### config.mk
export PLATFORM = sky130hd
export DESIGN_NAME = pwm_carrier_sched
export DESIGN_NICKNAME = d
export VERILOG_FILES = /design/src/rtl/pwm_carrier_sched.sv
export SDC_FILE = /design/constraint.sdc
export NUM_CORES = 1
export LEC_CHECK = 0
export BUFFER_PORTS_ARGS = -buffer_cell sky130_fd_sc_hd__buf_2
export CAP_MARGIN = 25
export CORE_MARGIN = 2
export CORE_UTILIZATION = 55
export DETAILED_ROUTE_END_ITERATION = 8
export PLACE_DENSITY_LB_ADDON = 0.1
export SYNTH_ARGS = -nofsm -noshare
export SYNTH_HDL_FRONTEND = slang
export SYNTH_SLANG_ARGS = --single-unit
export TNS_END_PERCENT = 5
### constraint.sdc
create_clock -name clk -period 3.9 [get_ports clk]
set_clock_uncertainty 0.05 [all_clocks]
set_input_delay 0.975 -clock clk [delete_from_list [all_inputs] [get_ports clk]]
set_output_delay 0.975 -clock clk [all_outputs]
set_load 0.02 [all_outputs]
### src/rtl/pwm_carrier_sched.sv
// Carrier run-time scheduler: shadowed config with safe-point commit,
// PWM start re-arm and graceful stop with mask-point timeout.
module pwm_carrier_sched #(
  parameter int W        = 16,
  parameter bit STOP_MIN = 1'b1
) (
  input  logic         clk,
  input  logic         reset,
  input  logic         cfg_valid,
  output logic         cfg_ready,
  input  logic [W-1:0] cfg_period,
  input  logic [W-1:0] cfg_init,
  input  logic [1:0]   cfg_count_mode,
  input  logic [1:0]   cfg_mask_mode,
  input  logic         cmd_start,
  input  logic         cmd_stop,
  input  logic         mask_event_i,
  output logic [W-1:0] period_o,
  output logic [W-1:0] init_carr_o,
  output logic [1:0]   count_mode_o,
  output logic [1:0]   mask_mode_o,
  output logic         pwm_onoff_o,
  output logic [1:0]   state_o,
  output logic         upd_done,
  output logic         fault
);

  typedef enum logic [1:0] {
    IDLE      = 2'd0,
    ARM       = 2'd1,
    RUN       = 2'd2,
    STOP_WAIT = 2'd3
  } state_t;

  localparam logic [1:0] NO_MASK = 2'd0;
  localparam logic       PWM_ON  = 1'b1;
  localparam logic       PWM_OFF = 1'b0;

  state_t         state;
  state_t         state_nxt;
  logic           pending;
  logic [W-1:0]   sh_period;
  logic [W-1:0]   sh_init;
  logic [1:0]     sh_count_mode;
  logic [1:0]     sh_mask_mode;
  logic [W+1:0]   tmo;
  logic [W+1:0]   limit;
  logic           tmo_hit;
  logic           start;
  logic           commit;
  logic           fault_set;
  logic           fault_clr;

  assign cfg_ready = ~pending;
  assign state_o   = state;
  assign start     = cmd_start & ~cmd_stop;

  // Wide enough that 2*(2^W-1)+2 does not wrap.
  assign limit   = ({2'b00, period_o} << 1) + (W+2)'(2);
  // STOP_WAIT lasts exactly limit cycles before timing out.
  assign tmo_hit = (tmo + (W+2)'(1)) == limit;

  assign commit = pending &
                  ((state != RUN) | mask_event_i |
                   (mask_mode_o == NO_MASK));

  always_comb begin
    state_nxt = state;
    fault_set = 1'b0;
    fault_clr = 1'b0;
    unique case (state)
      IDLE: begin
        if (start) begin
          if (period_o != '0) begin
            state_nxt = ARM;
            fault_clr = 1'b1;
          end else begin
            fault_set = 1'b1;
          end
        end
      end
      ARM: begin
        state_nxt = cmd_stop ? IDLE : RUN;
      end
      RUN: begin
        if (cmd_stop)
          state_nxt = STOP_MIN ? STOP_WAIT : IDLE;
      end
      STOP_WAIT: begin
        if (mask_event_i) begin
          state_nxt = IDLE;
        end else if (tmo_hit) begin
          state_nxt = IDLE;
          fault_set = 1'b1;
        end
      end
    endcase
  end

  always_ff @(posedge clk or posedge reset) begin
    if (reset) begin
      state       <= IDLE;
      pwm_onoff_o <= PWM_OFF;
      fault       <= 1'b0;
      tmo         <= '0;
    end else begin
      state       <= state_nxt;
      pwm_onoff_o <= ((state_nxt == RUN) | (state_nxt == STOP_WAIT))
                     ? PWM_ON : PWM_OFF;
      if (fault_set)
        fault <= 1'b1;
      else if (fault_clr)
        fault <= 1'b0;
      if (state == STOP_WAIT)
        tmo <= tmo + (W+2)'(1);
      else
        tmo <= '0;
    end
  end

  always_ff @(posedge clk or posedge reset) begin
    if (reset) begin
      pending       <= 1'b0;
      upd_done      <= 1'b0;
      sh_period     <= '0;
      sh_init       <= '0;
      sh_count_mode <= '0;
      sh_mask_mode  <= '0;
      period_o      <= '0;
      init_carr_o   <= '0;
      count_mode_o  <= '0;
      mask_mode_o   <= '0;
    end else begin
      upd_done <= commit;
      if (commit) begin
        pending      <= 1'b0;
        period_o     <= sh_period;
        init_carr_o  <= sh_init;
        count_mode_o <= sh_count_mode;
        mask_mode_o  <= sh_mask_mode;
      end
      if (cfg_valid & ~pending) begin
        pending       <= 1'b1;
        sh_period     <= cfg_period;
        sh_init       <= cfg_init;
        sh_count_mode <= cfg_count_mode;
        sh_mask_mode  <= cfg_mask_mode;
      end
    end
  end

endmodule
### Yosys cells after proc, flatten, opt, wreduce, memory -nomap -nowiden

Cells that the tools add are included.

* bits in registers: 96
* bits of input ports: 42

* add/subtract/negate cells: 2
* equal/unequal tests: 7
* muxes and demuxes: 21
* bitwise operators: 8
* reduce and logical (&&, ||, !) cells: 5

Operators by type and width (count)
* adder 17 x 2 -> 18 bit (second input constant): 1
* adder 18 x 1 -> 18 bit (second input constant): 1
* == test 18 bit: 1
* two-way mux 18 bit: 1
* nonzero test 16 bit: 1
* two-way mux 1 bit: 12
* two-way mux 2 bit: 6
* == test 2 bit (second input constant): 4
* one-hot mux 2 bit (4 select lines): 1
* zero test 2 bit: 2
* nonzero test 2 bit: 2
* AND 1 bit: 3
* bitwise OR 1 bit: 3
* == test 2 x 1 -> 1 bit (second input constant): 1
* != test 2 bit (second input constant): 1
* NOT 1 bit: 2
* one-hot mux 1 bit (2 select lines): 1

### Longest topological paths before layout

* word-level depth: 8
* mapped depth: 9

### Least setup slack after synthesis

Ideal clock, no wire load.

* path type: register -> register
* start point: register tmo[2]
* end point: register state[0] (netlist: state_o[0])
* library setup time: 140 ps
* data arrival time: 2658 ps
* path slack: 1052 ps
* stages on the path, launching flop included: 10
* path through: dfrtp_1 -> clkbuf_1 -> nand4_1 -> nor4_1 -> xnor2_1 -> xnor3_1 -> or4_1 -> nor4_2 -> or3_1 -> o2111ai_1

* longest elaborated chain between the ends: 5

Ends and longest elaborated chain
* start, declared: line 46 `logic [W+1:0] tmo;`
* start signal, assigned: line 115 `tmo <= tmo + (W+2)'(1);`
* adder 18 x 1 -> 18 bit: line 61 `assign tmo_hit = (tmo + (W+2)'(1)) == limit;`
* == test 18 bit: line 61
* two-way mux 2 bit: line 92 `end else if (tmo_hit) begin`
* two-way mux 2 bit: line 90 `if (mask_event_i) begin`
* one-hot mux 2 bit (4 select lines): line 71 `unique case (state)`
* net state_nxt[0]: line 40 `state_t state_nxt;`
* end signal, assigned: line 107 `state <= state_nxt;`
* end, declared: line 39 `state_t state;`

The timed path passes the listed nets, and every way through them passes these cells.
A chain may end at the register's enable or synchronous reset.

### Final worst setup path

* start point: register tmo[5]
* end point: register state[0] (netlist: state_o[0])

Same word-level chain as after synthesis.

==> metrics.md <==
| Metric | Value |
|---|---|
| Fill count | `644` |
| Fin util | `67.0%` |
| Starting density of the core | `57.5%` |
| Yosys reg bits | `95` |
| Sum of negative setup slack | `0 ns` |
| Worst vdd ir | `0.410 mV` |
| PD cells | `783 mW/mm2` |
| Final Hold Fails | `0` |
| Async SR Flop Fraction | `100%` |
| Io pins | `84` |
| Top cells by area, synth | `dfrtp_1 (53%), nand2_1 (9.4%), mux2_2 (9.0%)` |
| # DRC | `0` |
| Most used routing layer | `met2` |
| WS Path Type | `flip-flop to flip-flop` |
| Crit path time final | `3.19 ns` |
| Pin count of the biggest net entering global routing | `43` |
| Final non-filler cell total | `616` |
| CTS resizes | `0` |
| Crit-path max FO | `8` |
| Core box area | `0.00781 mm2` |
| Leak pwr | `0.00248 uW` |
| Clk buf depth | `2` |
| Ys Warns | `0` |
| Total iterations of the first detailed-routing run | `4` |
| Placer Congestion | `0.835` |
| Initial antenna violation count | `0` |
| M1 GR Usage | `29.4%` |
| Post-CTS Setup Repair Bufs | `0` |
| Syn avg cell area | `10.5 um2` |
| Global-route wire length before repair | `15,300 um` |
| Rel. slew slack | `32.8%` |
| Die area | `0.00890 mm2` |
| Crit share post-route | `81.8%` |
| Hold_buf cts | `0` |
| HPWL after DPL | `6610 um` |
| Required time worst endpoint | `4.08 ns` |
| Row count | `32` |
| Commonest cells post-synth | `nand2_1 (112), dfrtp_1 (95), mux2_2 (36), xnor2_1 (23), nand3_1 (16)` |
| Post-synth top area cell | `dfrtp_1` |
| Mapped Cells | `428` |
| CP Cell Sequence | `nand4_1 > nor4_1 > xnor2_1 > xnor3_1 > or4_1 > nor4_2 > or3_1 > o2111ai_1` |
| Root Buffer | `clkbuf_8` |
| Via Count | `3,273` |
| Yosys top cell area share | `53.0%` |
| Final setup viols | `0` |
| Final net count | `558` |
| Slowest cell on crit path | `nor4_1` |
| Antenna Nets Post-Route | `0` |
| Register area share after synthesis | `53.0%` |
| CTS tree | `done` |
| Num CTS Buffers | `9` |
| Delay of the slowest critical-path stage | `0.52 ns` |
| Final Max Slew Viols | `0` |
| DR vias/cell | `5.31` |
| Most common cell in the netlist | `nand2_1` |
| Fmax | `313 MHz` |
| Worst min path class | `flip-flop to flip-flop` |
| RSZ-0062 raised after global routing | `no` |
| Synth cell types | `42` |
| Drt total wl | `9190 um` |
| Sink Count | `95` |
| Vias in the first global route | `3,278` |
| Mapped Area | `0.00449 mm2` |
| Ratio of cells with drive above 1 in the final layout | `28.6%` |
| Startpoint types | `flip-flop` |
| Maximum capacitance violations | `0` |
| Met3 GRT Util | `5.22%` |
| Ant. Diodes | `0` |
| Synth-to-Final Area Change | `16.5%` |
| Worst-Skew Late Latency | `0.36 ns` |
| Clk slew on worst S/H paths | `0.10 ns` |
| Die X-Extent | `94.3 um` |
| Worst slew pin tran | `1.01 ns` |
| Ys flop type | `dfrtp_1` |
| DR WL/cell | `14.9 um` |
| Die height | `94.3 um` |
| Data arrival time of the critical path | `3.37 ns` |
| EDFF count, synth | `0` |
| CTS HTree Levels | `3` |
| Hold slack final | `0.413 ns` |
| Input/output buffers | `83` |
| Crit. End Element | `flip-flop` |
| Syn nets | `477` |
| Global routing usage on met2 | `36.5%` |
| All-Layer GR Usage | `22.2%` |
| Iter 0 DRT Violations | `169` |
| GR Overflow Total | `0` |
| Status | `finished clean` |
| Placed insts | `600` |
==> worst max-delay path, delay by kind of cell, from the launching register on <==
family	cells	cell delay [ns]
flops	1	0.46
compound gates	1	0.11
simple gates	5	1.88
xor+xnor	2	0.57
==> path summary, 6_finish.rpt <==
path                                    startpoint                            to  slack (ns)  cells past startpoint
max                               tmo[5]$_DFF_PP0_          state_o[0]$_DFF_PP0_        0.71                      8
min                        sh_init[15]$_DFFE_PP0P_   init_carr_o[15]$_DFFE_PP0P_        0.41                      2
max reg2reg                       tmo[5]$_DFF_PP0_          state_o[0]$_DFF_PP0_        0.71                      8
min reg2reg                sh_init[15]$_DFFE_PP0P_   init_carr_o[15]$_DFFE_PP0P_        0.41                      2
max in group asynchronous                    reset        sh_init[5]$_DFFE_PP0P_        2.38                      3
min in group asynchronous                    reset  sh_count_mode[0]$_DFFE_PP0P_        0.65                      2
==> per-layer routing <==
layer	up-vias	share of wire [%]
met4	0	0.87
met3	9	6.1
met5	-	0
li1	1604	-
met2	82	48
met1	1578	45
==> logic make-up after synthesis <==
| group | count (synthesis) | synth area share, % |
|---|---|---|
| muxes | 36 | 9.04 |
| buffers and inverters | 32 | 3.21 |
| xor gates and xnor gates | 36 | 7.64 |
| adders and majority gates | 7 | 1.95 |
| AOI/OAI and AO/OA | 28 | 4.24 |
| and+or+nand+nor | 194 | 20.9 |
| DFF | 95 | 53.0 |
==> power breakdown <==
| part | switching (uW) | leakage [uW] | internal, uW |
|---|---|---|---|
| clock | 351 | 0.000123 | 432 |
| combinational | 911 | 0.00118 | 658 |
| sequential | 347 | 0.00117 | 1390 |
==> through the flow <==
step                      worst slack (ns)  instance area [um2]  total power (uW)
after global routing                 0.496                 5230              4390
after detailed placement             0.758                 4980              3340
after floorplan                      0.398                 4490              2870
after global placement               0.851                 4980              3280
after CTS                            0.731                 5230              4130
final                                0.708                 5230              4090
==> cells in the final DEF (no fill, tap or decap), types with 2 or more instances in the layout <==
| cell type | count |
|---|---|
| a211oi_1 | 3 |
| a21boi_0 | 3 |
| and2_1 | 4 |
| buf_2 | 83 |
| buf_4 | 5 |
| bufinv_16 | 3 |
| clkbuf_8 | 9 |
| clkinv_2 | 2 |
| dfrtp_1 | 95 |
| ha_1 | 7 |
| inv_1 | 12 |
| mux2_2 | 36 |
| nand2_1 | 112 |
| nand3_1 | 16 |
| nand4_1 | 11 |
| nor2_1 | 5 |
| nor2b_1 | 11 |
| nor3_1 | 10 |
| nor4_1 | 10 |
| nor4b_1 | 2 |
| o211ai_1 | 4 |
| o21a_1 | 3 |
| o21ai_0 | 10 |
| or3_1 | 3 |
| xnor2_1 | 23 |
| xnor3_1 | 2 |
| xor2_1 | 11 |
==> state kept, by name, summed over array words and instances (netlist names), 2 cells and up, named ones only <==
signal,count
tmo,18
init_carr_o,16
period_o,16
sh_init,16
sh_period,16
count_mode_o,2
mask_mode_o,2
sh_count_mode,2
sh_mask_mode,2
==> final cells by class <==
type                       instances  area (um2)  share of cell area [%]
sequential                        95        2380                    45.5
multi-input combinational        301        1970                    37.7
timing repair buffer              88         453                    8.66
clock buffer                      10         128                    2.44
tap                              102         128                    2.44
clock inverter                     6         115                    2.20
inverter                          14        53.8                    1.03
Power figures use the tool's default switching activity.
